### config.mk
export PLATFORM = sky130hd
export DESIGN_NAME = top_block_code
export DESIGN_NICKNAME = d
export VERILOG_FILES = /design/src/rtl/top_block_code.sv
export SDC_FILE = /design/constraint.sdc
export NUM_CORES = 1
export LEC_CHECK = 0
export ABC_AREA = 1
export CORE_UTILIZATION = 42
export DETAILED_ROUTE_END_ITERATION = 16
export PLACE_DENSITY = 0.55
export SYNTH_ARGS = -nofsm -noshare
export SYNTH_HDL_FRONTEND = slang
export SYNTH_SLANG_ARGS = --single-unit
export TNS_END_PERCENT = 30
### constraint.sdc
create_clock -name clk -period 52.2 [get_ports clk]
set_input_delay 15.66 -clock clk [delete_from_list [all_inputs] [get_ports clk]]
set_output_delay 15.66 -clock clk [all_outputs]
set_load 0.005 [all_outputs]
### src/rtl/top_block_code.sv
// Soft-decision maximum-likelihood decoder for the (20,A) block code.
// Stores one frame of symbols, scores every candidate message, then streams out the winner LSB first.
//
// state  | meaning
// -------+------------------------------------------------------------
// RECV   | accept NUM_SYMBOLS soft symbols; code length may be latched
// DECODE | score one candidate per cycle, highest index down to zero
// SEND   | emit A decoded bits, a(0) first, tlast on a(A-1)
module top_block_code #(
    parameter int DATA_WIDTH  = 8,
    parameter int NUM_SYMBOLS = 20
) (
    input  logic                  clk,
    input  logic                  s_axis_aresetn,
    input  logic [7:0]            code_length,
    input  logic                  code_length_valid,
    input  logic [DATA_WIDTH-1:0] s_axis_tdata,
    input  logic                  s_axis_tvalid,
    output logic                  s_axis_tready,
    input  logic                  s_axis_tlast,
    output logic                  m_axis_tdata,
    output logic                  m_axis_tvalid,
    input  logic                  m_axis_tready,
    output logic                  m_axis_tlast
);

    localparam int MW = DATA_WIDTH + 5;
    localparam int CW = $clog2(NUM_SYMBOLS);

    // Row i holds M(i,0) in bit 12 down to M(i,12) in bit 0.
    localparam logic [12:0] M_ROM [20] = '{
        13'b1100000000110, 13'b1110000001110, 13'b1001001011111, 13'b1011000010111,
        13'b1111000100111, 13'b1100101110111, 13'b1010101011111, 13'b1001100110111,
        13'b1101100101111, 13'b1011101001111, 13'b1010011101111, 13'b1110011010111,
        13'b1001010111111, 13'b1101010101111, 13'b1000110100101, 13'b1100111101101,
        13'b1110111001011, 13'b1001110010011, 13'b1101111100000, 13'b1000011000000
    };

    typedef enum logic [1:0] {RECV, DECODE, SEND} state_t;

    state_t                 state_q, state_d;
    logic [CW-1:0]          cnt_q, cnt_d;
    logic [3:0]             a_q, a_d;
    logic [12:0]            cand_q, cand_d;
    logic signed [MW-1:0]   best_q, best_d;
    logic [12:0]            best_idx_q, best_idx_d;
    logic [3:0]             idx_q, idx_d;
    logic signed [DATA_WIDTH-1:0] sym_q [NUM_SYMBOLS];
    logic                   sym_we;
    logic [3:0]             a_in;
    logic signed [MW-1:0]   metric_c;
    logic signed [MW-1:0]   ysx;
    logic                   cbit;
    logic                   unused_tlast;

    assign unused_tlast = s_axis_tlast;

    always_comb begin
        if (code_length == 8'd0) begin
            a_in = 4'd1;
        end else if (code_length > 8'd13) begin
            a_in = 4'd13;
        end else begin
            a_in = code_length[3:0];
        end
    end

    // Correlation of the stored symbols against the codeword of cand_q.
    always_comb begin
        metric_c = '0;
        ysx      = '0;
        cbit     = 1'b0;
        for (int i = 0; i < NUM_SYMBOLS; i++) begin
            cbit = 1'b0;
            for (int n = 0; n < 13; n++) begin
                cbit = cbit ^ (cand_q[n] & M_ROM[i][12-n]);
            end
            ysx = {{(MW-DATA_WIDTH){sym_q[i][DATA_WIDTH-1]}}, sym_q[i]};
            metric_c = cbit ? (metric_c - ysx) : (metric_c + ysx);
        end
    end

    always_comb begin
        state_d       = state_q;
        cnt_d         = cnt_q;
        a_d           = a_q;
        cand_d        = cand_q;
        best_d        = best_q;
        best_idx_d    = best_idx_q;
        idx_d         = idx_q;
        sym_we        = 1'b0;
        s_axis_tready = 1'b0;
        m_axis_tvalid = 1'b0;
        m_axis_tdata  = 1'b0;
        m_axis_tlast  = 1'b0;

        case (state_q)
            RECV: begin
                s_axis_tready = 1'b1;
                if ((cnt_q == '0) && code_length_valid) begin
                    a_d = a_in;
                end
                if (s_axis_tvalid) begin
                    sym_we = 1'b1;
                    if (cnt_q == CW'(NUM_SYMBOLS - 1)) begin
                        cnt_d   = '0;
                        state_d = DECODE;
                        cand_d  = (13'd1 << a_d) - 13'd1;
                        best_d  = {1'b1, {(MW-1){1'b0}}};
                    end else begin
                        cnt_d = cnt_q + 1'b1;
                    end
                end
            end
            DECODE: begin
                // Scanning downward with >= leaves the lowest index on ties.
                if (metric_c >= best_q) begin
                    best_d     = metric_c;
                    best_idx_d = cand_q;
                end
                if (cand_q == 13'd0) begin
                    state_d = SEND;
                    idx_d   = 4'd0;
                end else begin
                    cand_d = cand_q - 13'd1;
                end
            end
            SEND: begin
                m_axis_tvalid = 1'b1;
                m_axis_tdata  = best_idx_q[idx_q];
                m_axis_tlast  = (idx_q == a_q - 4'd1);
                if (m_axis_tready) begin
                    if (m_axis_tlast) begin
                        state_d = RECV;
                        cnt_d   = '0;
                    end else begin
                        idx_d = idx_q + 4'd1;
                    end
                end
            end
            default: state_d = RECV;
        endcase

        if (s_axis_aresetn) begin
            s_axis_tready = 1'b0;
            m_axis_tvalid = 1'b0;
            m_axis_tdata  = 1'b0;
            m_axis_tlast  = 1'b0;
        end
    end

    always_ff @(posedge clk) begin
        if (s_axis_aresetn) begin
            state_q    <= RECV;
            cnt_q      <= '0;
            a_q        <= 4'd13;
            cand_q     <= '0;
            best_q     <= '0;
            best_idx_q <= '0;
            idx_q      <= '0;
        end else begin
            state_q    <= state_d;
            cnt_q      <= cnt_d;
            a_q        <= a_d;
            cand_q     <= cand_d;
            best_q     <= best_d;
            best_idx_q <= best_idx_d;
            idx_q      <= idx_d;
        end
    end

    always_ff @(posedge clk) begin
        if (sym_we) begin
            sym_q[cnt_q] <= s_axis_tdata;
        end
    end

endmodule

==> results.md <==
- Crit path launch type: primary input
- Worst-path clk slew: 0.06 ns
- First-pass GRT wire length: 89.0 mm
- Largest fanout on the critical path: 19
- Post-synth EDFFs: 160
- Cell area after synthesis: 22,500 um^2
- Pin count of the biggest net entering global routing: 37
- Initial antenna violation count: 0
- Fin Setup TNS: 0 ns
- Clock sink count: 214
- Die area: 54,400 um^2
- Type of the most critical hold path: reg2reg
- Root buffer cell: clkbuf_16
- Bufs on Longest Clock Path: 3
- Fmax achieved: 30.4 MHz
- CTS tree: done
- Initial DRT Pass Iterations: 7
- Gr busiest metal: met2
- DRC: 0
- CP required: 36.54 ns
- Netlist cell types: 55
- CTS Hold Buffers Added: 0
- Drt wl/cell: 15.0 um
- Max_slew headroom: 21.0%
- Antenna diodes: 0
- Crit share post-route: 63.1%
- Post-CTS Resized: 0
- Ys Warns: 0
- Prevailing post-synth register cell: edfxtp_1
- Fraction of registers with async set/reset: 0%
- Core area: 52,700 um^2
- Critical Path AT: 17.29 ns
- Worst-margin pin slew: 1.18 ns
- Unrepaired setup endpoints after global routing: no
- Fin crit period: 32.95 ns
- DR vias: 19,000
- Later-pin clock latency in the skew report: 0.54 ns
- Area Growth Syn to Fin: 7.72%
- Post-Syn Instances: 2,969
- Num rows: 84
- Multi-input gate area: 14,900 um^2
- Mean number of vias per cell: 5.13
- Post-Route WL: 55.6 mm
- Max-cap violation count: 0
- Post-route ant nets: 0
- Post-DP HPWL: 44.2 mm
- Die W: 233 um
- Critical path type: in2out
- Final core occ: 46.0%
- # port buffers: 24
- Total gr overflow: 0
- RD Place Congestion: 0.885
- Num CTS Buffers: 25
- Final hold vios: 0
- Seq/Total Area, Yosys: 26.2%
- Worst setup EP type: primary output
- Vias in the first global route: 18,100
- Mapped Avg Cell Area: 7.57 um^2
- Final nets: 3,306
- Setup Buffers After CTS: 0
- Layout cells sized above 1: 4.08%
- Die Y: 233 um
- Clock Skews: 0.0132 ns
- Fin cells: 3,702
- Initial DRC Count: 831
- # setup viols final: 0
- Status: finished clean
- FF+latch area: 5890 um^2
- Met1 GRT Util: 27.2%
- Syn nets: 3,279
- Total track usage: 20.3%
- # fillers: 5,197
- M3 GR Usage: 2.16%
- Max H-tree Level: 1
- Fin Hold WS: 0.462 ns
- Initial Util: 42.7%
- I/O pins: 26
- Dpl cells: 3,657
- Max Slew Vio Count: 0
- Met2 Usage GRT: 34.0%
- Number of synthesized register bits: 214
==> stage by stage <==
stage               area [um^2]  setup WS, ns
floorplan                 22500         20.24
global placement          23400         19.26
detailed placement        23400         19.26
CTS                       24200         19.24
global route              24200         19.13
finish                    24200         19.25
==> kinds of logic after synthesis <==
group / Yosys count / synth area share, %
xor+xnor: 350 / 14.0
compound gates: 559 / 14.0
flops: 214 / 26.2
simple gates: 1129 / 21.6
fa+ha+maj: 288 / 16.7
buf+inv: 429 / 7.48
==> registers in the layout, summed over array words and instances (netlist names) <==
| register | cells |
|---|---|
| best_idx_q | 13 |
| idx_q | 4 |
| cnt_q | 5 |
| sym_q | 160 |
| best_q | 13 |
| a_q | 4 |
| state_q | 2 |
| cand_q | 13 |
==> cell type report <==
class                           count  share of cell area, %
Multi-Input combinational cell   2326                   61.6
Sequential cell                   214                   24.3
Inverter                          397                   6.18
Tap cell                          688                   3.56
Clock buffer                       36                   2.96
Timing Repair Buffer               32                   1.22
Clock inverter                      9                  0.176
==> per-layer routing <==
metal / routed length (um) / vias to the layer above
met5: 0 / -
met4: 1600 / 0
met3: 1980 / 82
met2: 25300 / 302
met1: 26700 / 8621
li1: - / 9983
==> synth_stat cells (54+ instances only) <==
cell,n,area share [%]
dfxtp_1,54,4.8
edfxtp_1,160,21
nand3_1,145,3.2
nand2_1,561,9.4
nor2_1,260,4.3
ha_1,269,15
xor2_1,255,9.9
a21oi_1,250,5.6
o21ai_0,161,3.6
nor3_1,54,1.2
xnor2_1,87,3.4
inv_1,382,6.4
==> cell usage in the layout (no fill, tap or decap), types with 54 or more instances in the layout <==
cell      Yosys  layout
inv_1       382     382
dfxtp_1      54      54
xnor2_1      87      87
nand2_1     561     561
nand3_1     145     145
o21ai_0     161     161
xor2_1      255     255
nor3_1       54      54
ha_1        269     269
a21oi_1     250     250
nor2_1      260     259
edfxtp_1    160     160
==> final timing paths <==
check,start,slack (ns),end,cells after the start
hold / removal,best_q[5]$_SDFFE_PP0P_,0.46,best_q[5]$_SDFFE_PP0P_,2
setup / recovery,s_axis_aresetn,19.25,m_axis_tdata,3
setup reg to reg,cand_q[0]$_SDFFE_PP0P_,32.24,best_idx_q[3]$_SDFFE_PP0P_,90
hold reg to reg,best_q[5]$_SDFFE_PP0P_,0.46,best_q[5]$_SDFFE_PP0P_,2
==> worst max-delay path, cell delays in order <==
cell and delay [ns]:
clkdlybuf4s50_1 0.77, nor3_1 0.32, clkdlybuf4s50_1 0.54
Power is not shown: default switching activity piles up to over one toggle a cycle in this logic, so the estimate is an artifact.
